[config.mk]
export PLATFORM = sky130hd
export DESIGN_NAME = updown_counter_mod_flat
export DESIGN_NICKNAME = d
export VERILOG_FILES = /design/src/rtl/updown_counter_mod_pkg.sv /design/src/rtl/updown_counter_mod_if.sv /design/src/rtl/updown_counter_mod_next.sv /design/src/rtl/updown_counter_mod.sv /design/src/flat_wrapper.sv
export SDC_FILE = /design/constraint.sdc
export NUM_CORES = 1
export LEC_CHECK = 0
export BUFFER_PORTS_ARGS = -buffer_cell sky130_fd_sc_hd__buf_2
export CAP_MARGIN = 20
export CORE_AREA = 3 3 40 42
export CTS_BUF_LIST = sky130_fd_sc_hd__clkbuf_4
export DETAILED_ROUTE_END_ITERATION = 7
export DIE_AREA = 0 0 43 45
export SLEW_MARGIN = 40
export SYNTH_ARGS = -nofsm -noshare
export SYNTH_HDL_FRONTEND = slang
export SYNTH_SLANG_ARGS = --single-unit
[constraint.sdc]
create_clock -name clk -period 1.9 [get_ports clk]
set_clock_uncertainty 0.1 [all_clocks]
set_input_delay 0.095 -clock clk [delete_from_list [all_inputs] [get_ports clk]]
set_output_delay 0.095 -clock clk [all_outputs]
set_load 0.02 [all_outputs]
[src/rtl/updown_counter_mod_pkg.sv]
// Shared constants for the up/down counter family: direction encoding and
// end-of-range mode selection.
package counter_pkg;

    localparam logic DIR_UP   = 1'b0;
    localparam logic DIR_DOWN = 1'b1;

    localparam int MODE_WRAP = 0;
    localparam int MODE_SAT  = 1;

endpackage : counter_pkg

[src/rtl/updown_counter_mod_if.sv]
// Control/status bundle between a counter user (master) and the counter (slave).
interface updown_counter_mod_if #(
    parameter int WIDTH = 4
) ();

    logic             en;
    logic             m;
    logic             load;
    logic [WIDTH-1:0] load_val;
    logic [WIDTH-1:0] count;
    logic             tc;
    logic             evt;

    modport master (
        output en, m, load, load_val,
        input  count, tc, evt
    );

    modport slave (
        input  en, m, load, load_val,
        output count, tc, evt
    );

endinterface : updown_counter_mod_if

[src/rtl/updown_counter_mod_next.sv]
// Combinational step logic: next value for one count step, end-of-range
// detection in the current direction, and the wrap/blocked event.
module updown_next
    import counter_pkg::*;
#(
    parameter int WIDTH    = 4,
    parameter int MODULUS  = 16,
    parameter int SATURATE = MODE_WRAP
) (
    input  logic [WIDTH-1:0] count,
    input  logic             m,
    output logic [WIDTH-1:0] next_count,
    output logic             at_end,
    output logic             step_evt
);

    // One extra bit so MODULUS == 2**WIDTH neither overflows LAST nor the +1.
    localparam logic [WIDTH:0] LAST = (WIDTH+1)'(MODULUS - 1);

    logic [WIDTH:0] cnt_ext;
    logic [WIDTH:0] cnt_inc;
    logic [WIDTH:0] cnt_dec;

    assign cnt_ext = {1'b0, count};
    assign cnt_inc = cnt_ext + 1'b1;
    assign cnt_dec = cnt_ext - 1'b1;

    always_comb begin
        next_count = count;
        at_end     = 1'b0;
        step_evt   = 1'b0;
        if (m == DIR_UP) begin
            at_end = (cnt_ext == LAST);
            if (at_end) begin
                step_evt = 1'b1;
                if (SATURATE == MODE_WRAP)
                    next_count = '0;
            end else begin
                next_count = cnt_inc[WIDTH-1:0];
            end
        end else begin
            at_end = (cnt_ext == '0);
            if (at_end) begin
                step_evt = 1'b1;
                if (SATURATE == MODE_WRAP)
                    next_count = LAST[WIDTH-1:0];
            end else begin
                next_count = cnt_dec[WIDTH-1:0];
            end
        end
    end

endmodule : updown_next

[src/rtl/updown_counter_mod.sv]
// Synchronous parametrised up/down counter with load, enable, wrap/saturate
// modes, terminal-count flag and a registered end-of-range event pulse.
module updown_counter_mod
    import counter_pkg::*;
#(
    parameter int WIDTH    = 4,
    parameter int MODULUS  = 16,
    parameter int SATURATE = MODE_WRAP
) (
    input  logic                clk,
    input  logic                rst,
    updown_counter_mod_if.slave bus
);

    localparam longint RANGE_MAX = longint'(1) << WIDTH;

    generate
        if (MODULUS < 2 || longint'(MODULUS) > RANGE_MAX) begin : g_bad_modulus
            $error("updown_counter_mod: MODULUS must lie in 2..2**WIDTH");
        end
        if (SATURATE != MODE_WRAP && SATURATE != MODE_SAT) begin : g_bad_mode
            $error("updown_counter_mod: SATURATE must be 0 or 1");
        end
    endgenerate

    localparam logic [WIDTH:0] MOD_EXT = (WIDTH+1)'(MODULUS);
    localparam logic [WIDTH:0] LAST    = (WIDTH+1)'(MODULUS - 1);

    logic [WIDTH-1:0] count_q;
    logic             evt_q;
    logic [WIDTH-1:0] next_count;
    logic             at_end;
    logic             step_evt;
    logic [WIDTH-1:0] load_clamped;

    updown_next #(
        .WIDTH    (WIDTH),
        .MODULUS  (MODULUS),
        .SATURATE (SATURATE)
    ) u_next (
        .count      (count_q),
        .m          (bus.m),
        .next_count (next_count),
        .at_end     (at_end),
        .step_evt   (step_evt)
    );

    // Out-of-range loads land on the top of the range rather than escaping it.
    assign load_clamped = ({1'b0, bus.load_val} < MOD_EXT) ? bus.load_val
                                                           : LAST[WIDTH-1:0];

    always_ff @(posedge clk) begin
        if (rst) begin
            count_q <= '0;
            evt_q   <= 1'b0;
        end else if (bus.load) begin
            count_q <= load_clamped;
            evt_q   <= 1'b0;
        end else if (bus.en) begin
            count_q <= next_count;
            evt_q   <= step_evt;
        end else begin
            evt_q   <= 1'b0;
        end
    end

    assign bus.count = count_q;
    assign bus.evt   = evt_q;
    assign bus.tc    = at_end;

endmodule : updown_counter_mod

[src/flat_wrapper.sv]
// flat-port wrapper written by rule: the top's interface ports become plain ports
module updown_counter_mod_flat import counter_pkg::*;
#(
    parameter int WIDTH    = 4,
    parameter int MODULUS  = 16,
    parameter int SATURATE = MODE_WRAP
)
  (clk, rst, bus_en, bus_m, bus_load, bus_load_val, bus_count, bus_tc, bus_evt);
  updown_counter_mod_if #(.WIDTH(WIDTH)) bus_i ();
  input  logic clk;
  input  logic rst;
  input wire logic [$bits(bus_i.en)-1:0] bus_en;
  input wire logic [$bits(bus_i.m)-1:0] bus_m;
  input wire logic [$bits(bus_i.load)-1:0] bus_load;
  input wire logic [$bits(bus_i.load_val)-1:0] bus_load_val;
  output wire logic [$bits(bus_i.count)-1:0] bus_count;
  output wire logic [$bits(bus_i.tc)-1:0] bus_tc;
  output wire logic [$bits(bus_i.evt)-1:0] bus_evt;
  assign bus_i.en = bus_en;
  assign bus_i.m = bus_m;
  assign bus_i.load = bus_load;
  assign bus_i.load_val = bus_load_val;
  assign bus_count = bus_i.count;
  assign bus_tc = bus_i.tc;
  assign bus_evt = bus_i.evt;
  updown_counter_mod #(.WIDTH(WIDTH), .MODULUS(MODULUS), .SATURATE(SATURATE)) u_core (.clk(clk), .rst(rst), .bus(bus_i));
endmodule
==> results.py <==
metrics = {
    "route": {
        "ant_nets": 0,
        "drt_pre_antenna_iters": 2,
        "vias_per_cell": 4.688,
        "first_iter_violations": 7,
        "wire_per_inst_um": 10.60,
        "drc_errors": 0,
        "vias": 375,
        "drt_wl_total_um": 848,
    },
    "global_routing": {
        "grt_max_degree": 11,
        "grt_pass1_wl_um": 1393,
        "grt_pass1_vias": 325,
        "antenna_found_initial": 0,
        "gr-usage-all-layers": 0.09643,
        "overflow": 0,
    },
    "worst_setup_path": {
        "r2r_cells": 5,
        "critPathBufInv": 1,
        "crit_end": "bus_tc",
        "critPathRequiredTime_ns": 1.70,
        "max_stage_delay_ns": 0.43,
        "path_cells": "ha_1, and3b_1, nand2_1, o21ai_0, buf_2",
        "crit_path_end_kind": "output pin",
        "arrival_ns": 1.42,
        "r2r-start": "u_core.bus.count[0]",
        "cp_top_family": "flip-flops",
        "crit_start": "u_core.bus.count[0]",
        "rr_endpoint": "u_core.bus.count[3]",
        "path_max_fanout": 8,
        "path_class": "reg2out",
        "cp.depth": 5,
        "r2r_slack_ns": 0.31,
        "worst_path_max_delay_cell": "dfxtp_1",
        "critPathLaunchType": "register",
    },
    "floorplan": {
        "start_util": 0.2804,
        "die_w_um": 43,
        "io_pins": 15,
        "core_area_um2": 1285,
        "rows": 13,
        "die-area_um2": 1935,
        "die_height_um": 45,
    },
    "logic_synthesis": {
        "synth_xor_xnor_area_share": 0.04861,
        "ys_types": 23,
        "synth_compound_area_frac": 0.2569,
        "synthSimpleGateAreaFrac": 0.2292,
        "synth_seq_cells": 5,
        "ys_warn_count": 0,
        "syn-cell-area_um2": 360.3,
        "synth_seq_area_share": 0.2778,
        "synth_adder_area_share": 0.06944,
        "synth_nets": 58,
        "synth_top_family_by_area": "compound AO/OA/AOI/OAI gates",
        "synthMuxAreaShare": 0.03125,
        "avgSynthCellArea_um2": 7.667,
        "postSynthCellCount": 47,
    },
    "layout": {
        "final_cell_mix": "buf_2 (14), o21ai_0 (5), a21oi_1 (5), dfxtp_1 (5)",
        "syn2layout_area_growth_pct": 35.07,
        "diodes": 0,
        "layout_commonest_cell": "buf_2",
        "n_fill_cell": 139,
        "finalNetCount": 77,
        "fin_util": 0.3788,
        "drive_gt1_frac": 0.3077,
    },
    "cts": {
        "root_buffer": "clkbuf_4",
        "htreeDepth": 1,
        "clk_latency_ns": 0.24,
        "cts_hold_buf": 2,
        "path_clk_slew_ns": 0.04,
        "cts_tree": "built",
        "cts_setup_buffers": 0,
        "cts.sinks": 5,
        "numCtsBuffers": 3,
        "clock_path_buffers": 2,
        "ctsResizeCount": 0,
    },
    "timing": {
        "slew_viol_final": 0,
        "rsz0062_at_grt": "no",
        "tightest_slew_ns": 0.2959,
        "fin_crit_ns": 1.617,
        "setup_violations": 0,
        "hold_violations": 0,
        "relSlewSlack": 0.7999,
        "finalCritPeriodShare": 0.8508,
        "fin_tns_setup_ns": 0,
        "holdWs_ns": 0.01392,
        "max_freq_mhz": 618.6,
    },
    "place": {
        "io_buffers": 14,
        "dp_hpwl_um": 632,
        "gp_congestion": 0.7400,
    },
    "power_and_ir_drop": {
        "cellLeakagePower_nw": 0.2250,
        "p_per_area_nw_per_um2": 723.8,
        "irDropWorstVdd_mv": 0.3624,
    },
    "run": {
        "cap_violations": 0,
    },
    "worst_hold_path": {
        "hp-class": "in2reg",
        "holdCritStartpoint": "bus_load_val[0]",
        "holdPathStages": 3,
    },
    "run_status": {
        "status": "finished clean",
    },
}
[power breakdown]
| group | total [W] | internal (W) | switching, W | leakage (nW) |
|---|---|---|---|---|
| sequential | 0.000126 | 0.000113 | 0.0000127 | 0.0414 |
| clock | 0.000139 | 0.0000937 | 0.0000451 | 0.0184 |
| combinational | 0.0000878 | 0.0000404 | 0.0000473 | 0.165 |
| total | 0.000352 | 0.000247 | 0.000105 | 0.225 |
[registers in the layout (all words and copies together), names as in the netlist]
register,cells
u_core.bus.count,4
u_core.bus.evt,1
[cells in the mapped netlist]
library cell / n / area, um2
a211oi_1: 2 / 15.01
a21oi_1: 5 / 25.02
and3_1: 1 / 6.260
and3b_1: 1 / 8.760
buf_4: 1 / 7.510
clkbuf_2: 1 / 5.000
dfxtp_1: 5 / 100.1
ha_1: 2 / 25.02
inv_1: 4 / 15.01
inv_2: 1 / 3.750
mux2_2: 1 / 11.26
nand2_1: 3 / 11.26
nand3b_1: 1 / 7.510
nor2_1: 3 / 11.26
nor2b_1: 1 / 6.260
nor3_1: 3 / 15.01
nor4b_1: 1 / 8.760
o21a_1: 1 / 7.510
o21ai_0: 5 / 25.02
o221ai_1: 1 / 8.760
o41a_1: 1 / 11.26
or4_1: 1 / 7.510
xnor2_1: 2 / 17.52
[metal layers]
layer  track usage  part of all wire  vias to the layer above
li1              -                 -                      202
met1        0.1175              0.47                      162
met2        0.1437              0.46                       11
met3       0.06375             0.071                        0
met4       0.01807                 0                        0
met5             0                 0                        -
[layout make-up]
class | count | area [um2] | area share
Clock buffer | 4 | 30.03 | 0.06170
Tap cell | 15 | 18.77 | 0.03856
Multi-Input combinational cell | 35 | 229.0 | 0.4704
Inverter | 5 | 18.77 | 0.03856
Timing Repair Buffer | 16 | 90.09 | 0.1851
Sequential cell | 5 | 100.1 | 0.2057
[worst min-delay path, stage by stage]
cell and delay (ns):
buf_2 0.10, nand2_1 0.05, o21ai_0 0.06
[cell families (layout without fill, tap and decap cells)]
| group | after synthesis | in the layout |
|---|---|---|
| compound gates | 15 | 15 |
| xor+xnor | 2 | 2 |
| fa+ha+maj | 2 | 2 |
| buf+inv | 7 | 25 |
| flops | 5 | 5 |
| mux | 1 | 1 |
| simple gates | 15 | 15 |
[through the flow]
stage	worst slack (ns)	cell area (um2)	total power, W	std cells
2_1_floorplan	0.1897	360.3	0.0001844	47
3_5_place_dp	0.3130	436.7	0.0002121	74
3_3_place_gp	0.3344	436.7	0.0002115	74
6_report	0.2834	486.7	0.0003523	80
4_1_cts	0.2678	486.7	0.0003568	80
5_1_grt	0.1160	486.7	0.0003740	80
[worst min-delay path by stage]
stage,endpoint,slack [ns]
2_1_floorplan,u_core.bus.count[1],0.07
3_5_place_dp,u_core.bus.count[1],0.23
5_1_grt,u_core.bus.count[0],0.009
3_3_place_gp,u_core.bus.count[1],0.23
6_report,u_core.bus.count[0],0.01
4_1_cts,u_core.bus.count[0],0.009
No activity file was read; power rests on OpenSTA's default activity.
